File: src/rtl/commit_trace_fifo.sv
// Commit/event/memory trace packer feeding a first-word-fall-through record FIFO.
// Overflow drops records but exposes every loss through sequence gaps and sticky status.
module commit_trace_fifo #(
    parameter int unsigned DEPTH = 8,
    parameter int unsigned SEQ_W = 32
) (
    input  logic                     clock,
    input  logic                     reset,
    input  logic                     commit_valid,
    input  logic [31:0]              commit_pc,
    input  logic [31:0]              commit_inst,
    input  logic [4:0]               commit_rd_addr,
    input  logic [31:0]              commit_rd_wdata,
    input  logic                     mem_valid,
    input  logic                     mem_write,
    input  logic [31:0]              mem_addr,
    input  logic [6:0]               mem_width,
    input  logic [31:0]              mem_data,
    input  logic                     event_valid,
    input  logic [31:0]              event_cause,
    output logic                     rec_valid,
    input  logic                     rec_ready,
    output logic [SEQ_W-1:0]         rec_seq,
    output logic [3:0]               rec_flags,
    output logic [31:0]              rec_pc,
    output logic [31:0]              rec_inst,
    output logic [4:0]               rec_rd_addr,
    output logic [31:0]              rec_rd_wdata,
    output logic [31:0]              rec_mem_addr,
    output logic [6:0]               rec_mem_width,
    output logic [31:0]              rec_mem_data,
    output logic [31:0]              rec_cause,
    output logic [$clog2(DEPTH):0]   level,
    output logic                     overflow,
    output logic [SEQ_W-1:0]         drop_count,
    input  logic                     clear_status
);

    localparam int unsigned AW = $clog2(DEPTH);
    localparam int unsigned LW = AW + 1;

    typedef struct packed {
        logic [SEQ_W-1:0] seq;
        logic [3:0]       flags;
        logic [31:0]      pc;
        logic [31:0]      inst;
        logic [4:0]       rd_addr;
        logic [31:0]      rd_wdata;
        logic [31:0]      mem_addr;
        logic [6:0]       mem_width;
        logic [31:0]      mem_data;
        logic [31:0]      cause;
    } rec_t;

    rec_t             entries [DEPTH];
    rec_t             new_rec;
    rec_t             head;
    logic [AW-1:0]    wr_ptr;
    logic [AW-1:0]    rd_ptr;
    logic [SEQ_W-1:0] seq_cnt;
    logic             push_req;
    logic             pop;
    logic             full;
    logic             accept;
    logic             drop;

    assign push_req = commit_valid | event_valid;
    assign rec_valid = (level != '0);
    assign pop      = rec_valid & rec_ready;
    assign full     = (level == LW'(DEPTH));
    assign accept   = push_req & (~full | pop);
    assign drop     = push_req & full & ~pop;

    // Record assembly: commit-side fields only when an instruction retired.
    always_comb begin
        new_rec           = '0;
        new_rec.seq       = seq_cnt;
        new_rec.flags[0]  = commit_valid;
        new_rec.flags[3]  = event_valid;
        if (commit_valid) begin
            new_rec.flags[1]  = mem_valid;
            new_rec.flags[2]  = mem_write;
            new_rec.pc        = commit_pc;
            new_rec.inst      = commit_inst;
            new_rec.rd_addr   = commit_rd_addr;
            new_rec.rd_wdata  = (commit_rd_addr != 5'd0) ? commit_rd_wdata : 32'd0;
            new_rec.mem_addr  = mem_addr;
            new_rec.mem_width = mem_width;
            new_rec.mem_data  = mem_data;
        end
        if (event_valid) begin
            new_rec.cause = event_cause;
        end
    end

    always_ff @(posedge clock or negedge reset) begin
        if (!reset) begin
            for (int i = 0; i < int'(DEPTH); i++) begin
                entries[i] <= '0;
            end
        end else if (accept) begin
            entries[wr_ptr] <= new_rec;
        end
    end

    // Pointers, occupancy and sequence counter.
    always_ff @(posedge clock or negedge reset) begin
        if (!reset) begin
            wr_ptr  <= '0;
            rd_ptr  <= '0;
            level   <= '0;
            seq_cnt <= '0;
        end else begin
            if (accept) begin
                wr_ptr <= wr_ptr + AW'(1);
            end
            if (pop) begin
                rd_ptr <= rd_ptr + AW'(1);
            end
            if (accept && !pop) begin
                level <= level + LW'(1);
            end else if (pop && !accept) begin
                level <= level - LW'(1);
            end
            if (push_req) begin
                seq_cnt <= seq_cnt + SEQ_W'(1);
            end
        end
    end

    // Sticky loss status; a drop in the same cycle overrides a clear.
    always_ff @(posedge clock or negedge reset) begin
        if (!reset) begin
            overflow   <= 1'b0;
            drop_count <= '0;
        end else if (drop) begin
            overflow <= 1'b1;
            if (clear_status) begin
                drop_count <= SEQ_W'(1);
            end else if (drop_count != '1) begin
                drop_count <= drop_count + SEQ_W'(1);
            end
        end else if (clear_status) begin
            overflow   <= 1'b0;
            drop_count <= '0;
        end
    end

    assign head          = rec_valid ? entries[rd_ptr] : '0;
    assign rec_seq       = head.seq;
    assign rec_flags     = head.flags;
    assign rec_pc        = head.pc;
    assign rec_inst      = head.inst;
    assign rec_rd_addr   = head.rd_addr;
    assign rec_rd_wdata  = head.rd_wdata;
    assign rec_mem_addr  = head.mem_addr;
    assign rec_mem_width = head.mem_width;
    assign rec_mem_data  = head.mem_data;
    assign rec_cause     = head.cause;

endmodule

File: config.mk
export PLATFORM = sky130hd
export DESIGN_NAME = commit_trace_fifo
export DESIGN_NICKNAME = d
export VERILOG_FILES = /design/src/rtl/commit_trace_fifo.sv
export SDC_FILE = /design/constraint.sdc
export NUM_CORES = 2
export LEC_CHECK = 0
export CAP_MARGIN = 20
export CORE_ASPECT_RATIO = 1.5
export CORE_UTILIZATION = 35
export DETAILED_ROUTE_END_ITERATION = 7
export PLACE_DENSITY_LB_ADDON = 0.15
export RECOVER_POWER = 100
export SLEW_MARGIN = 20
export SYNTH_ARGS = -nofsm -noshare
export SYNTH_HDL_FRONTEND = slang
export SYNTH_SLANG_ARGS = --single-unit
File: constraint.sdc
create_clock -name clock -period 5.2 [get_ports clock]
set_clock_uncertainty 0.2 [all_clocks]
set_input_delay 1.3 -clock clock [delete_from_list [all_inputs] [get_ports clock]]
set_output_delay 1.3 -clock clock [all_outputs]
set_load 0.1 [all_outputs]
==> Word-level counts from Yosys, hierarchy flattened <==
Cells that the tools add are included.
W data, S select, Z words.
{ "word_totals": {"regBits": 1995, "wordCells": 137, "input_bits": 212, "out_inout_bits": 278} }
{ "op_classes": {"addsub": 6, "n_lt_le_gt_ge": 3, "n_mux": 19, "eq_ne": 2, "bitwise": 10, "reduce_logical": 11} }
{ "ops": {"columns": ["cell", "count"], "rows": [
  ["$bwmux W1920", 1],
  ["$mux W240", 4],
  ["$bmux W240 S3", 1],
  ["$demux W240 S3", 1],
  ["$mux W32", 6],
  ["$mux W172", 1],
  ["$add A32 B1 Y32 const B", 2],
  ["$ne A32 B32 Y1 const B", 1],
  ["$ge A4 B4 Y1 const B", 2],
  ["$mux W4", 2],
  ["$not A3 Y4", 2],
  ["$add A3 B1 Y3 const B", 2],
  ["$reduce_bool A2 Y1", 3],
  ["$reduce_bool A5 Y1", 1],
  ["$add A4 B1 Y4 const B", 1],
  ["$and A1 B1 Y1", 4],
  ["$eq A4 B4 Y1 const B", 1],
  ["$lt A4 B1 Y1 const B", 1],
  ["$reduce_bool A4 Y1", 1],
  ["$sub A4 B1 Y4 const B", 1],
  ["$logic_and A1 B1 Y1", 3],
  ["$logic_not A1 Y1", 2],
  ["$mux W1", 2],
  ["$mux W2", 1],
  ["other kinds (3)", 5]
]} }

==> Logic depth before layout (Yosys ltp) <==
{ "logic_depth": {"depth_word": 8, "mapped_depth": 12, "depth_no_buf": 12} }

==> Least setup slack after synthesis <==
No wires, ideal clock.
{ "synth_timing": {"path_type": "reg-to-output", "start": "reg level[0]", "end": "out rec_mem_addr[0]", "stages_incl_launch_ff": 6, "arrival_ns": 3.117, "t_required_ns": 3.700, "slack_ns": 0.583, "n_path_buf": 2, "cell_sequence": "dfrtp_1 or3_4 nor2_1 clkbuf_1 buf_1 nor2_1"} }
{ "synth_via": {"elab_chain_cells": 2} }
{ "synth_lines": {"columns": ["item", "line_no", "text"], "rows": [
  ["from (decl)", "33", "output logic [$clog2(DEPTH):0] level,"],
  ["from (signal assigned)", "121", "level <= level + LW'(1);"],
  ["from (signal assigned)", "123", "level <= level - LW'(1);"],
  ["$reduce_bool A4 Y1", "68", "assign rec_valid = (level != '0);"],
  ["$mux W240", "149", "assign head = rec_valid ? entries[rd_ptr] : '0;"],
  ["to (decl)", "29", "output logic [31:0] rec_mem_addr,"]
]} }
Every way passes these cells.

==> Final worst setup path <==
{ "layout_timing": {"start": "reg rd_ptr[0]", "end": "out rec_cause[14]"} }
{ "layout_via": {"elab_chain_cells": 5} }
{ "layout_lines": {"columns": ["item", "line_no", "text"], "rows": [
  ["from (decl)", "59", "logic [AW-1:0] rd_ptr;"],
  ["from (signal assigned)", "118", "rd_ptr <= rd_ptr + AW'(1);"],
  ["$not A3 Y4 (implied by the code)", "149", null],
  ["$bmux W240 S3", "149", null],
  ["$mux W240 (implied by the code) (2 in a row)", "149", null],
  ["$mux W240", "149", null],
  ["to (decl)", "32", "output logic [31:0] rec_cause,"]
]} }
Every way passes these cells. The select of a mux whose other input is x is not followed.

==> qor.csv <==
metric;value;unit
first drt pass iteration count;5;
final worst path period share;96.9;%
Fmax;198;MHz
detailed-route via count;58189;
critical path's slowest cell;dfrtp_4;
Ports;490;
status;finished, violations left;
Final Hold Viols;0;
max_slew headroom;-121;%
Final Setup Violations;0;
critical path type;flop to primary output;
nets;8112;
WP data required;3.70;ns
gpl congestion;0.768;
FF+latch count, synth;1995;
Hold WS;0.231;ns
CTS tree;done;
global-route wire length before repair;384;mm
Worst Setup Start Kind;flop;
Post-DRT Antenna Nets;0;
initial antenna violation count;16;
IO buf count;489;
Die Height;612;um
VDD IR max;1.02;mV
leakage;45.9;nW
Post-Syn Area;86700;sq um
Critical Path Fanout Max;14;
initial DRC count;3899;
Worst EP arrival;3.54;ns
Worst Tran Pin Value;3.32;ns
min Tclk post-route;5.04;ns
per-cell routed wire length;21.8;um
gr usage total;19.8;%
cts bufs inserted;210;
failing checks;max-capacitance violations, max-slew violations;
commonest register cell after synthesis;dfrtp_1;
area of the core;246000;sq um
Fill cells;23772;
Post-synth EDFFs;0;
area growth from synthesis to layout;16.6;%
CTS clk-pin slew, worst paths;0.06;ns
Die ar.;250000;sq um
maxcap violations;24;
Worst-Skew Late Latency;0.86;ns
final wirelength;247;mm
post-DP HPWL;145;mm
final core occ;41.1;%
Seq/Total Area, Yosys;57.6;%
Avg Inst Size Synth;11.3;sq um
largest net degree at the start of global routing;145;
fin. max-slew vios;1865;
Die Wd;408;um
average vias per placed instance;5.14;
Gate Count Post-Synth;7663;
Syn Nets;7883;
Hold Path Class;primary input to async pin;
vias in the first global route;61724;
Starting Density;35.2;%
H-tree Lvls;4;
Hold Buf Count CTS;0;
DRC;0;
FFs w/ async S/R, synth;100;%
max incr delay on CP;0.75;ns
Power Density;732;nW/um^2
worst-case clock buffer depth;4;
CP Capture Type;primary output;
share of post-route cells with drive strength above 1;18.1;%
total grt overflow;0;
clk sinks;1995;
Yosys warnings;0;
CP cell instances;buf_12, clkbuf_2, mux4_2, mux2i_1, nor2_1, clkbuf_4;
clk root buf;clkbuf_16;
Rows;223;
Yosys cell types;55;
kinds of logic after synthesis:
family / share of synthesized area (%)
AO/OA/AOI/OAI: 10.2
XOR/XNOR: 0.434
adder cells (fa/ha/maj): 0.124
buffers and inverters: 2.88
flip-flops: 57.6
multiplexers: 18.6
AND/OR/NAND/NOR: 10.2
routing by layer:
metal | up-vias | GRT usage [%] | share of wire [%]
li1 | 27096 | - | -
met1 | 29579 | 26.8 | 45
met2 | 1146 | 32.8 | 48
met3 | 350 | 3.81 | 5.1
met4 | 18 | 4.93 | 2.4
met5 | - | 0 | 0.045
power by group:
| group | internal (mW) | total, mW | switching [mW] |
|---|---|---|---|
| registers | 21.0 | 23.9 | 2.84 |
| clock network | 9.19 | 15.5 | 6.32 |
| logic | 10.3 | 34.6 | 24.3 |
critical path: cells and delay by family, from the launching register on:
kind / cells / cell delay, ns
multiplexers: 2 / 0.96
buffers and inverters: 3 / 0.88
flip-flops: 1 / 0.75
AND/OR/NAND/NOR: 1 / 0.08
state kept, by name, indices dropped and copies added (netlist names):
register,flops
entries,1920
drop_count,32
seq_cnt,32
level,4
rd_ptr,3
wr_ptr,3
overflow,1
cells in the mapped netlist (2+ instances only):
cell type	n	area share, %
buf_1	72	0.31
nand3_1	32	0.18
buf_2	86	0.50
a21o_1	3	0.026
o21ai_0	1666	9.6
dfrtp_1	1995	58
nand4_1	20	0.14
xnor2_1	29	0.29
and2_1	2	0.014
nand2_1	1900	8.2
o311ai_0	13	0.13
mux2i_1	240	2.8
o32ai_1	2	0.020
o21ba_2	2	0.023
o41ai_1	2	0.020
mux4_2	480	12
and4_1	6	0.061
nor4_1	3	0.022
mux2_2	260	3.4
a311oi_1	5	0.051
a21oi_2	2	0.020
or3_1	4	0.029
o31ai_1	13	0.11
nand2b_1	2	0.014
a21oi_1	13	0.075
nor2_1	265	1.1
o2111ai_1	2	0.020
nor3_1	12	0.069
or4_1	3	0.026
clkbuf_1	461	2.0
nor2b_1	3	0.022
and3_1	13	0.094
ha_1	7	0.10
inv_1	10	0.043
xor2_1	14	0.14
a31o_2	2	0.020
repair_timing:
action	4_1_cts	5_1_grt
setup buffers	0	1
setup endpoints to repair	0	2
endpoints found under the hold margin	0	0
resized for setup	0	0
final timing paths:
path	start	endpoint	slack (ns)	cells past startpoint
setup / recovery	rd_ptr[0]$_DFFE_PN0P_	rec_cause[14]	0.16	6
max in group asynchronous	reset	entries[803]$_DFFE_PN0P_	0.81	2
min in group clock	entries[265]$_DFFE_PN0P_	entries[265]$_DFFE_PN0P_	0.27	2
setup reg to reg	level[0]$_DFFE_PN0P_	level[3]$_DFFE_PN0P_	1.66	12
hold / removal	reset	entries[637]$_DFFE_PN0P_	0.23	1
hold reg to reg	entries[265]$_DFFE_PN0P_	entries[265]$_DFFE_PN0P_	0.27	2
area by class of cell:
type | instances | area, sq um | share of cell area [%]
antenna | 8 | 20.0 | 0.0198
clock buffer | 304 | 6140 | 6.08
clock inverter | 63 | 881 | 0.871
inverter | 11 | 41.3 | 0.0408
multi-input combinational | 5035 | 34300 | 34.0
sequential | 1995 | 49900 | 49.4
tap | 3262 | 4080 | 4.04
timing repair buffer | 639 | 5670 | 5.61
per-stage QoR:
| step | setup TNS [ns] | instance area (sq um) | total power [mW] | setup WS [ns] | std cells |
|---|---|---|---|---|---|
| 6_report | 0 | 101000 | 74.0 | 0.162 | 11317 |
| 5_1_grt | -0.0148 | 101000 | 78.3 | -0.00964 | 11311 |
| 4_1_cts | 0 | 102000 | 76.3 | 0.00112 | 11308 |
| 3_5_place_dp | 0 | 95200 | 60.5 | 0.883 | 10941 |
| 3_3_place_gp | 0 | 95200 | 59.8 | 0.930 | 10941 |
| 2_1_floorplan | 0 | 86700 | 49.6 | 0.583 | 7663 |
cell usage in the layout, fill, tap and decap left out, types with 5 or more instances in the layout:
master,instances
nand2_1,1897
ha_1,7
clkbuf_4,102
o311ai_0,13
o31ai_1,13
a21oi_1,13
xor2_1,14
clkbuf_16,213
dlygate4sd3_1,34
nand4_1,20
buf_4,85
nor2_1,264
dfrtp_1,1992
buf_8,5
clkbuf_1,70
mux2i_1,240
buf_12,42
a311oi_1,5
buf_6,18
buf_2,37
and4_1,6
xnor2_1,29
clkbuf_8,47
diode_2,8
and3_1,13
nor3_1,13
bufinv_16,21
mux2_2,260
nand3_1,28
o21ai_0,1666
inv_1,10
mux4_2,480
clkinv_2,34
clkbuf_2,80
clkdlybuf4s50_1,208
No activity file was read; power rests on OpenSTA's default activity.
